==> config.mk <==
export PLATFORM = sky130hd
export DESIGN_NAME = mips_multicycle_control
export DESIGN_NICKNAME = d
export VERILOG_FILES = /design/src/rtl/mips_pkg.sv /design/src/rtl/mips_multicycle_control.sv
export SDC_FILE = /design/constraint.sdc
export NUM_CORES = 1
export LEC_CHECK = 0
export ABC_AREA = 1
export CAP_MARGIN = 20
export CORE_MARGIN = 5
export CORE_UTILIZATION = 50
export CTS_BUF_LIST = sky130_fd_sc_hd__clkbuf_4 sky130_fd_sc_hd__clkbuf_8 sky130_fd_sc_hd__clkbuf_16
export CTS_CLUSTER_SIZE = 28
export DETAILED_ROUTE_END_ITERATION = 7
export PLACE_DENSITY = 0.86
export SETUP_SLACK_MARGIN = 0.02
export SYNTH_ARGS = -nofsm -noshare
export SYNTH_HDL_FRONTEND = slang
export SYNTH_SLANG_ARGS = --single-unit
==> constraint.sdc <==
create_clock -name clk -period 1.95 [get_ports clk]
set_input_delay 0.39 -clock clk [delete_from_list [all_inputs] [get_ports clk]]
set_output_delay 0.39 -clock clk [all_outputs]
set_load 0.02 [all_outputs]
==> src/rtl/mips_pkg.sv <==
// Shared constants for the multicycle MIPS control path: opcodes, ALU
// operation classes (also consumed by the ALU control decoder) and the
// main control FSM state encoding.
package mips_pkg;

    localparam int unsigned OPCODE_W = 6;
    localparam int unsigned ALUOP_W  = 3;
    localparam int unsigned STATE_W  = 4;

    localparam logic [OPCODE_W-1:0] OP_RTYPE = 6'b000000;
    localparam logic [OPCODE_W-1:0] OP_LW    = 6'b100011;
    localparam logic [OPCODE_W-1:0] OP_SW    = 6'b101011;
    localparam logic [OPCODE_W-1:0] OP_BEQ   = 6'b000100;
    localparam logic [OPCODE_W-1:0] OP_J     = 6'b000010;
    localparam logic [OPCODE_W-1:0] OP_ADDI  = 6'b001000;

    localparam logic [ALUOP_W-1:0] ALUOP_ADD   = 3'b000;
    localparam logic [ALUOP_W-1:0] ALUOP_SUB   = 3'b001;
    localparam logic [ALUOP_W-1:0] ALUOP_FUNCT = 3'b010;

    typedef enum logic [STATE_W-1:0] {
        S_IDLE      = 4'd0,
        S_FETCH     = 4'd1,
        S_DECODE    = 4'd2,
        S_MEM_ADDR  = 4'd3,
        S_MEM_RD    = 4'd4,
        S_MEM_WB    = 4'd5,
        S_MEM_WR    = 4'd6,
        S_R_EXEC    = 4'd7,
        S_R_WB      = 4'd8,
        S_BRANCH    = 4'd9,
        S_JUMP      = 4'd10,
        S_ADDI_EXEC = 4'd11,
        S_ADDI_WB   = 4'd12
    } state_t;

    // True for every opcode the control FSM knows how to sequence.
    function automatic logic op_legal(input logic [OPCODE_W-1:0] op);
        return (op == OP_RTYPE) || (op == OP_LW) || (op == OP_SW) ||
               (op == OP_BEQ)   || (op == OP_J)  || (op == OP_ADDI);
    endfunction

endpackage

==> src/rtl/mips_multicycle_control.sv <==
// Moore main control FSM for the multicycle MIPS datapath.
// Ports:
//   clk, rst_n        clock, async active-low reset
//   run               level enable; leave IDLE / keep fetching while high
//   opcode            IR[31:26], valid from DECODE onward
//   mem_ready         memory completes the current access this cycle
//   pc_write .. pc_source  datapath control, decoded from the state
//   illegal_op        pulse in DECODE on an unsupported opcode
//   busy              high outside IDLE
//   retired           count of completed instructions (wraps)
//   state_out         current state encoding, for debug
module mips_multicycle_control
    import mips_pkg::*;
#(
    parameter int unsigned RETIRE_W = 32
) (
    input  logic                clk,
    input  logic                rst_n,
    input  logic                run,
    input  logic [5:0]          opcode,
    input  logic                mem_ready,
    output logic                pc_write,
    output logic                pc_write_cond,
    output logic                iord,
    output logic                mem_read,
    output logic                mem_write,
    output logic                ir_write,
    output logic                mem_to_reg,
    output logic                reg_dst,
    output logic                reg_write,
    output logic                alu_src_a,
    output logic [1:0]          alu_src_b,
    output logic [2:0]          alu_op,
    output logic [1:0]          pc_source,
    output logic                illegal_op,
    output logic                busy,
    output logic [RETIRE_W-1:0] retired,
    output logic [3:0]          state_out
);

    state_t state;
    state_t state_nxt;
    logic   retire_c;

    // State register.
    always_ff @(posedge clk or negedge rst_n) begin
        if (!rst_n) begin
            state <= S_IDLE;
        end else begin
            state <= state_nxt;
        end
    end

    // Retired-instruction counter, bumped on the edge leaving a terminal state.
    always_ff @(posedge clk or negedge rst_n) begin
        if (!rst_n) begin
            retired <= '0;
        end else if (retire_c) begin
            retired <= retired + RETIRE_W'(1);
        end
    end

    // Next-state logic; terminal states pick FETCH or IDLE from run.
    always_comb begin
        state_nxt = state;
        retire_c  = 1'b0;
        unique case (state)
            S_IDLE:   if (run) state_nxt = S_FETCH;
            S_FETCH:  if (mem_ready) state_nxt = S_DECODE;
            S_DECODE: begin
                unique case (opcode)
                    OP_LW, OP_SW: state_nxt = S_MEM_ADDR;
                    OP_RTYPE:     state_nxt = S_R_EXEC;
                    OP_BEQ:       state_nxt = S_BRANCH;
                    OP_J:         state_nxt = S_JUMP;
                    OP_ADDI:      state_nxt = S_ADDI_EXEC;
                    default:      state_nxt = run ? S_FETCH : S_IDLE;
                endcase
            end
            S_MEM_ADDR:  state_nxt = (opcode == OP_LW) ? S_MEM_RD : S_MEM_WR;
            S_MEM_RD:    if (mem_ready) state_nxt = S_MEM_WB;
            S_MEM_WR: begin
                if (mem_ready) begin
                    retire_c  = 1'b1;
                    state_nxt = run ? S_FETCH : S_IDLE;
                end
            end
            S_R_EXEC:    state_nxt = S_R_WB;
            S_ADDI_EXEC: state_nxt = S_ADDI_WB;
            S_MEM_WB, S_R_WB, S_BRANCH, S_JUMP, S_ADDI_WB: begin
                retire_c  = 1'b1;
                state_nxt = run ? S_FETCH : S_IDLE;
            end
            default: state_nxt = S_IDLE;
        endcase
    end

    // Output decode of the registered state; FETCH's IR/PC latch waits for mem_ready.
    always_comb begin
        pc_write      = 1'b0;
        pc_write_cond = 1'b0;
        iord          = 1'b0;
        mem_read      = 1'b0;
        mem_write     = 1'b0;
        ir_write      = 1'b0;
        mem_to_reg    = 1'b0;
        reg_dst       = 1'b0;
        reg_write     = 1'b0;
        alu_src_a     = 1'b0;
        alu_src_b     = 2'b00;
        alu_op        = ALUOP_ADD;
        pc_source     = 2'b00;
        illegal_op    = 1'b0;
        busy          = (state != S_IDLE);
        unique case (state)
            S_FETCH: begin
                mem_read  = 1'b1;
                alu_src_b = 2'b01;
                ir_write  = mem_ready;
                pc_write  = mem_ready;
            end
            S_DECODE: begin
                alu_src_b  = 2'b11;
                illegal_op = !op_legal(opcode);
            end
            S_MEM_ADDR, S_ADDI_EXEC: begin
                alu_src_a = 1'b1;
                alu_src_b = 2'b10;
            end
            S_MEM_RD: begin
                mem_read = 1'b1;
                iord     = 1'b1;
            end
            S_MEM_WB: begin
                reg_write  = 1'b1;
                mem_to_reg = 1'b1;
            end
            S_MEM_WR: begin
                mem_write = 1'b1;
                iord      = 1'b1;
            end
            S_R_EXEC: begin
                alu_src_a = 1'b1;
                alu_op    = ALUOP_FUNCT;
            end
            S_R_WB: begin
                reg_write = 1'b1;
                reg_dst   = 1'b1;
            end
            S_BRANCH: begin
                alu_src_a     = 1'b1;
                alu_op        = ALUOP_SUB;
                pc_write_cond = 1'b1;
                pc_source     = 2'b01;
            end
            S_JUMP: begin
                pc_write  = 1'b1;
                pc_source = 2'b10;
            end
            S_ADDI_WB: reg_write = 1'b1;
            default: ;
        endcase
    end

    assign state_out = state;

endmodule

==> flow_metrics.env <==
export IMPL_status="finished, final reports clean"
export IMPL_route_detailed_drc=0
export IMPL_synth_area_mm2=0.00262
export IMPL_cpMostUsedCell="nor2_1"
export IMPL_min_period_over_period=0.964
export IMPL_port_buffers=63
export IMPL_grt_usage=0.235
export IMPL_drive_above_1_share=0.175
export IMPL_clockBufferDepth=2
export IMPL_maxCapViolations=0
export IMPL_antenna_cells=0
export IMPL_setup_viol=0
export IMPL_rsz0062_at_grt="yes"
export IMPL_drv_slew=0
export IMPL_drt_antenna_violating_nets=0
export IMPL_root_buffer="clkbuf_8"
export IMPL_yosysTopAreaCell="dfrtp_1"
export IMPL_cpPeakStageDelay_ns=0.54
export IMPL_synth_top_area_frac=0.344
export IMPL_nNetsFinal=513
export IMPL_insertion_delay_ns=0.29
export IMPL_dieArea_mm2=0.00679
export IMPL_yosys_warnings=0
export IMPL_dp_slack_ns=-0.382
export IMPL_vias_per_cell=5.05
export IMPL_first_pass_iters=4
export IMPL_clock_fmax_mhz=532
export IMPL_setup_ws_ns=0.0697
export IMPL_grt_ovfl_total=0
export IMPL_holdWs_ns=0.142
export IMPL_finalHoldViolations=0
export IMPL_fin_crit_ns=1.88
export IMPL_syn_inst=409
export IMPL_cellPowerDensity_mw_per_mm2=974
export IMPL_gp_congestion=0.896
export IMPL_die_x_um=82.4
export IMPL_grt_pass1_wl_mm=12.2
export IMPL_synth_area_top_cells="dfrtp_1 (34%), nand2_1 (25%), nor2_1 (10%)"
export IMPL_numCtsBuffers=5
export IMPL_ir_worst_vdd_v=0.000729
export IMPL_syn_nets=420
export IMPL_syn_area_per_cell_um2=6.41
export IMPL_grt_pass1_vias=2730
export IMPL_syn_to_final_growth_pct=36.3
export IMPL_core_area_mm2=0.00511
export IMPL_cts_sinks=36
export IMPL_crit_slowest_cell="clkdlybuf4s50_1"
export IMPL_ys_seq_area_frac=0.344
export IMPL_critPathKind="primary input to output port"
export IMPL_drtIter0Drc=258
export IMPL_wl_mm=7.79
export IMPL_p_leak_nw=1.67
export IMPL_arrival_ns=1.49
export IMPL_postLayoutCellArea_mm2=0.00357
export IMPL_endpoint_kind="output port"
export IMPL_total_power_w=0.00348
export IMPL_cp_required_ns=1.56
export IMPL_grt_antenna_before_repair=0
export IMPL_setup_worst_path_start_class="primary input"
export IMPL_clkTransAtPathRegs_ns=0.06
export IMPL_place_hpwl_mm=5.76
export IMPL_synth_edff_count=0
export IMPL_postCtsHoldBufs=0
export IMPL_cts_tree="yes"
export IMPL_vias=2889
export IMPL_die_y_um=82.4
export IMPL_finClkSkew_ns=0.00522
export IMPL_htree_levels=2
export IMPL_layout_commonest_cell="nand2_1"
export IMPL_path_max_fanout=4
export IMPL_crit_chain="clkdlybuf4s50_1, nor2_1, nand3_1, nand3_2, nor2_1, buf_4"
export IMPL_async_flop_share=1.00
export IMPL_ys_types=32
export IMPL_hold_path_class="primary input to asynchronous set/reset pin"
export IMPL_wl_per_cell_um=13.6
export IMPL_layout_common_cells="nand2_1 (170), nor2_1 (66), clkdlybuf4s50_1 (41), dfrtp_1 (34), buf_4 (33)"
export IMPL_grt_max_degree=37
export IMPL_dpl_cell_area_mm2=0.00348
export IMPL_core_rowCount=26
export IMPL_dominantRegCellSynth="dfrtp_1"
export IMPL_io_pins=65
export IMPL_initial_core_util=0.513
export IMPL_ys_ff_latch=36
-- cell families (layout without fill, tap and decap cells) --
family | Yosys count | in the layout | synth area share
XOR/XNOR | 14 | 14 | 0.0553
AND/OR/NAND/NOR | 294 | 295 | 0.476
other | 1 | 1 | 0.00143
flip-flops | 36 | 36 | 0.344
adder cells (fa/ha/maj) | 1 | 1 | 0.00477
AO/OA/AOI/OAI | 21 | 21 | 0.0429
buffers and inverters | 42 | 134 | 0.0759
-- state kept, by name, indices dropped and copies added (netlist names) --
| name | count |
|---|---|
| retired | 32 |
| state_out | 4 |
-- cell type report --
cell class / count / area, µm²
Clock buffer: 7 / 96.3
Fill cell: 425 / 1530
Inverter: 34 / 130
Multi-Input combinational cell: 332 / 1560
Sequential cell: 36 / 903
Tap cell: 70 / 87.6
Timing Repair Buffer: 93 / 793
-- routing by layer --
metal,up-vias,GRT usage,share of wire
met1,1344,0.323,0.45
li1,1445,-,-
met4,0,0.0581,0.014
met5,-,0,0
met3,11,0.0347,0.061
met2,89,0.386,0.47
-- worst max-delay path, delay by kind of cell --
family | cells | cell delay [ns]
buffers and inverters | 2 | 0.69
and+or+nand+nor | 4 | 0.42
-- worst paths after layout --
| path | from | endpoint | slack, ns | cells past startpoint |
|---|---|---|---|---|
| max | opcode[2] | illegal_op | 0.07 | 6 |
| min | rst_n | retired[9]$_DFFE_PN0P_ | 0.14 | 2 |
| max reg2reg | state_out[0]$_DFFE_PN0P_ | retired[12]$_DFFE_PN0P_ | 0.19 | 10 |
| min reg2reg | retired[10]$_DFFE_PN0P_ | retired[10]$_DFFE_PN0P_ | 0.53 | 1 |
| max in group asynchronous | rst_n | state_out[1]$_DFFE_PN0P_ | 1.46 | 2 |
| min in group clk | retired[10]$_DFFE_PN0P_ | retired[10]$_DFFE_PN0P_ | 0.53 | 1 |
-- synthesized netlist by cell type (2+ instances only) --
| library cell | count |
|---|---|
| buf_4 | 5 |
| dfrtp_1 | 36 |
| inv_1 | 28 |
| inv_2 | 4 |
| nand2_1 | 173 |
| nand2_2 | 6 |
| nand3_1 | 20 |
| nand3b_1 | 8 |
| nand4_1 | 3 |
| nor2_1 | 71 |
| nor2_2 | 6 |
| nor2_4 | 2 |
| nor3_1 | 2 |
| o21ai_0 | 4 |
| o21ai_1 | 12 |
| o22ai_1 | 2 |
| xnor2_1 | 8 |
| xnor2_2 | 3 |
| xor2_1 | 3 |
-- repair_timing --
item                                    CTS  global route
pin swaps                                 0             3
endpoints found under the setup margin   18            15
endpoints found under the hold margin     0             0
gates resized for setup                  47            23
gates cloned                              0             1
setup buffers                             1             0
-- power breakdown --
| group | internal (W) | total, W | switching, W |
|---|---|---|---|
| registers | 0.000861 | 0.00100 | 0.000142 |
| logic | 0.000758 | 0.00192 | 0.00116 |
| clock network | 0.000314 | 0.000562 | 0.000248 |
| total | 0.00193 | 0.00348 | 0.00155 |
-- stage by stage --
stage / setup TNS (ns) / cells / util
final: 0 / 572 / 0.700
after global routing: -0.00387 / 572 / 0.700
after CTS: 0 / 571 / 0.701
after floorplan: 0 / 409 / -
after detailed placement: -0.767 / 563 / 0.682
after global placement: -0.601 / 563 / 0.682
(Power assumes the default switching activity.)
